`src/rtl/decode_stage.sv`:
```
// decode_stage: pipelined RISC-V instruction decode.
// Decodes one instruction per cycle into a single output register with
// valid/ready back-pressure and flush. Holds the architectural register file,
// with optional write-back forwarding and operand refresh while stalled.
module decode_stage #(
  parameter int XLEN   = 32,
  parameter int NREGS  = 32,
  parameter int BYPASS = 1
) (
  input  logic            clk,
  input  logic            reset,
  input  logic            in_valid,
  output logic            in_ready,
  input  logic [31:0]     in_instr,
  input  logic [XLEN-1:0] in_pc,
  input  logic            we,
  input  logic [4:0]      wa,
  input  logic [XLEN-1:0] wd,
  input  logic            flush,
  output logic            out_valid,
  input  logic            out_ready,
  output logic [XLEN-1:0] out_pc,
  output logic [6:0]      out_opcode,
  output logic [4:0]      out_rd,
  output logic [2:0]      out_func3,
  output logic [4:0]      out_rs1,
  output logic [4:0]      out_rs2,
  output logic [6:0]      out_func7,
  output logic [XLEN-1:0] out_imm,
  output logic [XLEN-1:0] out_rd1,
  output logic [XLEN-1:0] out_rd2,
  output logic [1:0]      out_alu_op,
  output logic [3:0]      out_alu_control,
  output logic            out_illegal
);

  localparam int IDXW = (NREGS > 1) ? $clog2(NREGS) : 1;
  localparam logic [5:0] NREGS_LIM = 6'(NREGS);

  localparam logic [6:0] OP_LOAD   = 7'h03;
  localparam logic [6:0] OP_IMM    = 7'h13;
  localparam logic [6:0] OP_JALR   = 7'h67;
  localparam logic [6:0] OP_STORE  = 7'h23;
  localparam logic [6:0] OP_BRANCH = 7'h63;
  localparam logic [6:0] OP_LUI    = 7'h37;
  localparam logic [6:0] OP_AUIPC  = 7'h17;
  localparam logic [6:0] OP_JAL    = 7'h6F;
  localparam logic [6:0] OP_OP     = 7'h33;

  localparam logic [3:0] ALU_ADD   = 4'b0000;
  localparam logic [3:0] ALU_SUB   = 4'b0001;
  localparam logic [3:0] ALU_SLL   = 4'b0010;
  localparam logic [3:0] ALU_SLT   = 4'b0011;
  localparam logic [3:0] ALU_SLTU  = 4'b0100;
  localparam logic [3:0] ALU_XOR   = 4'b0101;
  localparam logic [3:0] ALU_SRL   = 4'b0110;
  localparam logic [3:0] ALU_SRA   = 4'b0111;
  localparam logic [3:0] ALU_OR    = 4'b1000;
  localparam logic [3:0] ALU_AND   = 4'b1001;
  localparam logic [3:0] ALU_PASSB = 4'b1010;

  // Register index beyond the configured register count (only possible for RV32E).
  function automatic logic idx_oob(input logic [4:0] idx);
    return {1'b0, idx} >= NREGS_LIM;
  endfunction

  // ALU function from func3; alt selects SUB (func3=000) or SRA (func3=101).
  function automatic logic [3:0] alu_func(input logic [2:0] f3, input logic alt);
    logic [3:0] code;
    case (f3)
      3'b000:  code = alt ? ALU_SUB : ALU_ADD;
      3'b001:  code = ALU_SLL;
      3'b010:  code = ALU_SLT;
      3'b011:  code = ALU_SLTU;
      3'b100:  code = ALU_XOR;
      3'b101:  code = alt ? ALU_SRA : ALU_SRL;
      3'b110:  code = ALU_OR;
      default: code = ALU_AND;
    endcase
    return code;
  endfunction

  // Instruction fields
  logic [6:0] opcode_next;
  logic [4:0] rd_next;
  logic [2:0] func3_next;
  logic [4:0] rs1_next;
  logic [4:0] rs2_next;
  logic [6:0] func7_next;

  assign opcode_next = in_instr[6:0];
  assign rd_next     = in_instr[11:7];
  assign func3_next  = in_instr[14:12];
  assign rs1_next    = in_instr[19:15];
  assign rs2_next    = in_instr[24:20];
  assign func7_next  = in_instr[31:25];

  logic [31:0]     imm32;
  logic [XLEN-1:0] imm_next;
  logic [1:0]      alu_op_next;
  logic [3:0]      alu_ctrl_raw;
  logic [3:0]      alu_ctrl_next;
  logic            opc_illegal;
  logic            r_illegal;
  logic            reg_illegal;
  logic            illegal_next;
  logic            uses_rd;
  logic            uses_rs1;
  logic            uses_rs2;

  // Format decode: immediate, ALU class/function and which register fields are live.
  always_comb begin
    imm32        = '0;
    alu_op_next  = 2'b00;
    alu_ctrl_raw = ALU_ADD;
    opc_illegal  = 1'b0;
    r_illegal    = 1'b0;
    uses_rd      = 1'b0;
    uses_rs1     = 1'b0;
    uses_rs2     = 1'b0;
    case (opcode_next)
      OP_LOAD, OP_JALR: begin
        imm32    = {{20{in_instr[31]}}, in_instr[31:20]};
        uses_rd  = 1'b1;
        uses_rs1 = 1'b1;
      end
      OP_IMM: begin
        imm32        = {{20{in_instr[31]}}, in_instr[31:20]};
        alu_op_next  = 2'b11;
        alu_ctrl_raw = alu_func(func3_next, func7_next[5] && (func3_next == 3'b101));
        uses_rd      = 1'b1;
        uses_rs1     = 1'b1;
      end
      OP_STORE: begin
        imm32    = {{20{in_instr[31]}}, in_instr[31:25], in_instr[11:7]};
        uses_rs1 = 1'b1;
        uses_rs2 = 1'b1;
      end
      OP_BRANCH: begin
        imm32        = {{19{in_instr[31]}}, in_instr[31], in_instr[7],
                        in_instr[30:25], in_instr[11:8], 1'b0};
        alu_op_next  = 2'b01;
        alu_ctrl_raw = ALU_SUB;
        uses_rs1     = 1'b1;
        uses_rs2     = 1'b1;
      end
      OP_LUI: begin
        imm32        = {in_instr[31:12], 12'b0};
        alu_ctrl_raw = ALU_PASSB;
        uses_rd      = 1'b1;
      end
      OP_AUIPC: begin
        imm32   = {in_instr[31:12], 12'b0};
        uses_rd = 1'b1;
      end
      OP_JAL: begin
        imm32   = {{11{in_instr[31]}}, in_instr[31], in_instr[19:12],
                   in_instr[20], in_instr[30:21], 1'b0};
        uses_rd = 1'b1;
      end
      OP_OP: begin
        alu_op_next  = 2'b10;
        alu_ctrl_raw = alu_func(func3_next, func7_next[5]);
        r_illegal    = !((func7_next == 7'h00) ||
                         ((func7_next == 7'h20) &&
                          ((func3_next == 3'b000) || (func3_next == 3'b101))));
        uses_rd      = 1'b1;
        uses_rs1     = 1'b1;
        uses_rs2     = 1'b1;
      end
      default: opc_illegal = 1'b1;
    endcase
  end

  assign reg_illegal   = (uses_rd && idx_oob(rd_next)) ||
                         (uses_rs1 && idx_oob(rs1_next)) ||
                         (uses_rs2 && idx_oob(rs2_next));
  assign illegal_next  = opc_illegal || r_illegal || reg_illegal;
  assign alu_ctrl_next = illegal_next ? ALU_ADD : alu_ctrl_raw;
  assign imm_next      = XLEN'($signed(imm32));

  // Handshake
  logic out_valid_reg;
  logic accept;
  logic wr_en;

  assign in_ready = !out_valid_reg || out_ready;
  assign accept   = in_valid && in_ready && !flush;
  assign wr_en    = we && (wa != 5'd0) && !idx_oob(wa);

  // Register file; x0 is never written so it stays at zero.
  logic [XLEN-1:0] rf_reg [NREGS];

  // Write-back into the register file; cleared by reset.
  always_ff @(posedge clk or negedge reset) begin
    if (!reset) begin
      for (int i = 0; i < NREGS; i++) rf_reg[i] <= '0;
    end else if (wr_en) begin
      rf_reg[wa[IDXW-1:0]] <= wd;
    end
  end

  // Output register fields
  logic [XLEN-1:0] pc_reg;
  logic [6:0]      opcode_reg;
  logic [4:0]      rd_reg;
  logic [2:0]      func3_reg;
  logic [4:0]      rs1_reg;
  logic [4:0]      rs2_reg;
  logic [6:0]      func7_reg;
  logic [XLEN-1:0] imm_reg;
  logic [1:0]      alu_op_reg;
  logic [3:0]      alu_ctrl_reg;
  logic            illegal_reg;

  // Operand read ports: index 0 is rs1, index 1 is rs2.
  logic [1:0][4:0]      rs_new;
  logic [1:0][4:0]      rs_held;
  logic [1:0][XLEN-1:0] opnd;

  assign rs_new  = {rs2_next, rs1_next};
  assign rs_held = {rs2_reg, rs1_reg};

  genvar gi;
  generate
    for (gi = 0; gi < 2; gi++) begin : g_opnd
      logic [XLEN-1:0] rf_val;
      logic [XLEN-1:0] opnd_next;
      logic [XLEN-1:0] opnd_reg;
      logic            bypass_hit;
      logic            refresh_hit;

      assign rf_val      = ((rs_new[gi] != 5'd0) && !idx_oob(rs_new[gi])) ?
                           rf_reg[rs_new[gi][IDXW-1:0]] : '0;
      assign bypass_hit  = (BYPASS != 0) && wr_en && (wa == rs_new[gi]);
      assign opnd_next   = bypass_hit ? wd : rf_val;
      // A stalled instruction must not execute with an operand that was
      // overwritten after it was decoded.
      assign refresh_hit = out_valid_reg && !out_ready && wr_en && (wa == rs_held[gi]);

      // Capture the operand on accept, refresh it from write-back while stalled.
      always_ff @(posedge clk or negedge reset) begin
        if (!reset) begin
          opnd_reg <= '0;
        end else if (accept) begin
          opnd_reg <= opnd_next;
        end else if (refresh_hit) begin
          opnd_reg <= wd;
        end
      end

      assign opnd[gi] = opnd_reg;
    end
  endgenerate

  // Output valid: flush wins, then accept, otherwise drain when consumed.
  always_ff @(posedge clk or negedge reset) begin
    if (!reset) begin
      out_valid_reg <= 1'b0;
    end else if (flush) begin
      out_valid_reg <= 1'b0;
    end else if (accept) begin
      out_valid_reg <= 1'b1;
    end else if (out_ready) begin
      out_valid_reg <= 1'b0;
    end
  end

  // Decoded fields load only on accept and otherwise hold.
  always_ff @(posedge clk or negedge reset) begin
    if (!reset) begin
      pc_reg       <= '0;
      opcode_reg   <= '0;
      rd_reg       <= '0;
      func3_reg    <= '0;
      rs1_reg      <= '0;
      rs2_reg      <= '0;
      func7_reg    <= '0;
      imm_reg      <= '0;
      alu_op_reg   <= '0;
      alu_ctrl_reg <= '0;
      illegal_reg  <= 1'b0;
    end else if (accept) begin
      pc_reg       <= in_pc;
      opcode_reg   <= opcode_next;
      rd_reg       <= rd_next;
      func3_reg    <= func3_next;
      rs1_reg      <= rs1_next;
      rs2_reg      <= rs2_next;
      func7_reg    <= func7_next;
      imm_reg      <= imm_next;
      alu_op_reg   <= alu_op_next;
      alu_ctrl_reg <= alu_ctrl_next;
      illegal_reg  <= illegal_next;
    end
  end

  assign out_valid       = out_valid_reg;
  assign out_pc          = pc_reg;
  assign out_opcode      = opcode_reg;
  assign out_rd          = rd_reg;
  assign out_func3       = func3_reg;
  assign out_rs1         = rs1_reg;
  assign out_rs2         = rs2_reg;
  assign out_func7       = func7_reg;
  assign out_imm         = imm_reg;
  assign out_rd1         = opnd[0];
  assign out_rd2         = opnd[1];
  assign out_alu_op      = alu_op_reg;
  assign out_alu_control = alu_ctrl_reg;
  assign out_illegal     = illegal_reg;

endmodule

```
`config.mk`:
```
export PLATFORM = sky130hd
export DESIGN_NAME = decode_stage
export DESIGN_NICKNAME = d
export VERILOG_FILES = /design/src/rtl/decode_stage.sv
export SDC_FILE = /design/constraint.sdc
export NUM_CORES = 2
export LEC_CHECK = 0
export ABC_AREA = 1
export ABC_CLOCK_PERIOD_IN_PS = 4200
export CORE_MARGIN = 5
export CORE_UTILIZATION = 50
export DETAILED_ROUTE_END_ITERATION = 8
export MAX_ROUTING_LAYER = met4
export PLACE_DENSITY = 0.76
export SYNTH_ARGS = -nofsm -noshare
export SYNTH_HDL_FRONTEND = slang
export SYNTH_SLANG_ARGS = --single-unit
```
`constraint.sdc`:
```
create_clock -name clk -period 4.2 [get_ports clk]
set_clock_uncertainty 0.05 [all_clocks]
set_input_delay 0.84 -clock clk [delete_from_list [all_inputs] [get_ports clk]]
set_output_delay 0.84 -clock clk [all_outputs]
set_load 0.005 [all_outputs]
```
==> impl_summary.md <==
Outcome
The flow ran to the end, but the final reports show violations. The checks that failed: design-rule violations.

Logic synthesis
The library cell with the highest instance count after synthesis is nand2_1. The synthesized netlist devotes 0.1625% of its cell area to XOR and XNOR gates. Synthesis produced a netlist whose cell count is 9278. The count of different cell masters after synthesis is 30. The synthesized netlist devotes 15.85% of its cell area to compound gates. In the synthesized netlist the async set-or-reset flop fraction comes to 100.0%. In the post-synthesis netlist, the biggest area contributors are dfrtp_1 46%, nand2_1 19%, o21ai_0 9.5%. The number of synthesized flops with an enable pin is 0. The number of nets in the synthesized netlist is 9385.

Dividing the synthesized area by the synthesized cell count gives 6.973 µm². After synthesis the netlist holds a flip-flop and latch count of 1192. The prevailing post-synth register cell is dfrtp_1. The arithmetic-cell share of the synthesized area counting full adders, half adders and majority gates is 0%. The share of cell area taken by muxes after synthesis is 0%. The commonest cells after synthesis are 3306 x nand2_1, 1229 x o21ai_0, 1192 x dfrtp_1, 761 x nand3_1, 706 x nor2_1. By area, the combinational part of the netlist is dominated by simple AND/OR/NAND/NOR gates. The synthesized area is 64690 µm². The largest total area in the synthesized netlist belongs to dfrtp_1. The basic-gate share of the synthesized area counting and, or, nand and nor cells is 29.72%. Yosys printed 0 warnings. Summing the sequential cell areas from Yosys gives 46.11% of the chip area. The top-area cell type share of the netlist area is 46.11%.

Clocking
The clock latency on the worst-skew pair is 0.77 ns. The longest clock path from root to sink contains 3 buffers. Once the clock tree was built, the setup fixing pass inserted 0 buffers. Clock tree synthesis selected as its root buffer the cell clkbuf_16. The number of hold buffers added after CTS was 0. The H-tree was split into 4 levels. The total CTS buffers is 131. In this run, post-CTS repair resized a total of 0 instances.

The clock tree from TritonCTS is yes. After clock tree synthesis, the clock-pin slew on the worst setup and hold paths is 0.07 ns. The number of sinks driven by the clock tree is 1192.

Power
Sequential cells burn 45.0% of the power. The power dissipated by switching net loads is 10.58 mW. The static leakage is 34.26 nW. The internal power is 22.93 mW. In this run switching power makes up 31.58% of total power. Power comes to 33.50 mW. For this design the ratio of total power to cell area is 459.8 nW/µm². The peak ir drop on the vdd network is 444.5 µV. The share of power burned in combinational logic is 19.8%. The clock network accounts for 35.2% of the total power.

Place
Routability-driven placement finished with a final weighted congestion of 0.9153. The quantity of I/O buffers inserted on ports is 275. Before CTS, the worst setup slack after placement is 0.3845 ns. The sum of net half-perimeters after detailed placement is 139.3 mm.

Routing
The number of vias per cell is 6.014. For this run, the detailed router's first-pass iteration total came to 9. The total number of vias is 65730. In the final routed layout, each cell accounts on average for 21.95 µm. The detailed router's first-iteration violation count is 9610. After detailed routing, the wire length on met1 is 90.09 mm. Routed signal wires occupy layers up through met4.

In this run the remaining antenna-violating nets after routing total 0. The detailed-route DRC error count is 8. The amount of wire on met2 after detailed routing is 103.5 mm. After detailed routing, the met3 layer carries 30.61 mm of wire. Wires add up to 239.9 mm.

GRT
The global-route wire length before repair is 364.1 mm. The number of global-route vias before repair is 61110. Entering global routing, the biggest net connects 196 pins. The number of antenna violations at the first check in global routing came to 5. The total global-route track usage is 35.10%. The sum of overflow across all layers after global routing is 0.

Die
The overall die area is 136700 µm². The initial core utilization is 50.15%. The y dimension of the die is 369.7 µm. The core region area is 129000 µm². The floorplan has 132 rows. The boundary pin count is 276. The die outline width is 369.7 µm.

Final layout
From synthesis to final layout, the design area changed by 12.63%. The post-route core utilization is 56.49%. After the last flow step, the layout net total stands at 9187. The post-route netlist has 5.076% of its cells at a drive strength greater than 1.

The register with the most flip-flops in the layout has 1024 of them.

Job
The tool flagged a number of max-cap violations equal to 0.

Worst setup path
The worst setup path is captured at a register. Walking the worst path, the cells encountered are clkdlybuf4s50_1 > nor2_1 > nand3_1 > nand2_2 > nor2_1 > a21oi_4 > inv_1 > buf_4 > nor2_1 > a21oi_1. The worst endpoint data arrival time is 3.70 ns.

At the worst endpoint, the required time is 4.78 ns. The setup path with the least slack is of type input pin to register. The number of buffers and inverters on the critical path is 3. The delay of the slowest cell on the worst path is 1.01 ns. The startpoint kind of the worst setup timing path is an input pin. The family with the most delay on the worst path is compound AO/OA/AOI/OAI gates. The cell that appears most often on the critical path is nor2_1. The slowest cell on the critical path is a21oi_4. The biggest fanout along the worst timing path is 33.

Timing
The total negative setup slack is 0 ns. Timing would allow up to 320.4 MHz. The relative max-transition margin is 6.813%. For the pin with the worst max-slew slack, the measured transition is 1.394 ns. The final number of hold-violating endpoints is 0.

The shortest period the worst path allows is 3.121 ns. Setup repair after global routing left no endpoint under its margin. Setup violations remaining at the end of the flow were counted as 0. The worst path uses 74.32% of the clock period. The number of max-slew violations in the final report is 0. Setup slack closes at 1.079 ns.

Min path
The class of the most critical hold timing path is input pin to asynchronous set/reset pin.
[power groups by stage]
stage                     combinational [mW]  sequential [mW]  clock (mW)
final                                   6.63             15.1        11.8
after global routing                    7.47             15.3        12.3
after CTS                               6.54             15.0        11.8
after detailed placement                6.50             15.2           0
after global placement                  6.27             15.1           0
after floorplan                         4.31             14.8           0
[layout make-up]
class                           count  area (µm²)
Fill cell                       11720       56120
Tap cell                         1742        2180
Timing Repair Buffer              452        4793
Clock inverter                     30       274.0
Antenna cell                        7       17.52
Inverter                          526        2008
Clock buffer                      203        4049
Multi-Input combinational cell   6777       29720
Sequential cell                  1192       29830
[routing by layer]
metal,vias up,global-route usage [%]
li1,29380,-
met1,30720,44.97
met2,4566,51.16
met3,1068,8.394
met4,0,20.00
met5,-,-
[cells by family after synthesis]
kind of cell | count (synthesis)
XOR/XNOR | 12
AO/OA/AOI/OAI | 1943
buffers and inverters | 1309
AND/OR/NAND/NOR | 4822
flip-flops | 1192
[stage by stage]
stage / hold slack, ns / instances / cell area [µm²]
after floorplan: 0.3790 / 9278 / 64690
after global placement: 0.3161 / 10690 / 68530
after detailed placement: 0.3156 / 10690 / 68530
after CTS: 0.02768 / 10920 / 72850
after global routing: 0.05352 / 10930 / 72860
final: 0.01576 / 10930 / 72870
[final timing paths]
kind                               from             to  slack (ns)  depth (start not counted)
max reg2reg                   out_valid     out_rd2[3]        1.55                          7
min reg2reg                rf_reg[1009]   rf_reg[1009]        0.33                          0
max                               wa[0]     out_rd1[7]        1.08                         10
max in group asynchronous         reset    rf_reg[943]        2.90                          2
min                               reset  out_opcode[6]        0.02                          1
min in group clk           rf_reg[1009]   rf_reg[1009]        0.33                          0
[layout by cell type, fill, tap and decap left out, types with 2 or more instances in the layout]
cell,instances
inv_2,11
clkbuf_16,139
a21oi_1,434
inv_8,3
or2_2,7
clkdlybuf4s50_1,264
xnor2_1,4
clkbuf_1,31
nor2_1,702
o22ai_1,4
nor2_4,12
o211ai_1,208
nor4_1,3
inv_6,4
nor3_1,6
nand2_1,3287
nor3_4,2
buf_4,124
xor2_1,8
diode_2,7
buf_8,2
nand2_2,28
o21ai_1,66
buf_12,57
dfrtp_1,1192
clkinv_1,2
buf_2,2
inv_1,506
nor3_2,6
clkinv_2,23
clkbuf_8,35
bufinv_16,4
nand3_1,761
nand4_1,6
o21ai_0,1229
(Power assumes the default switching activity.)
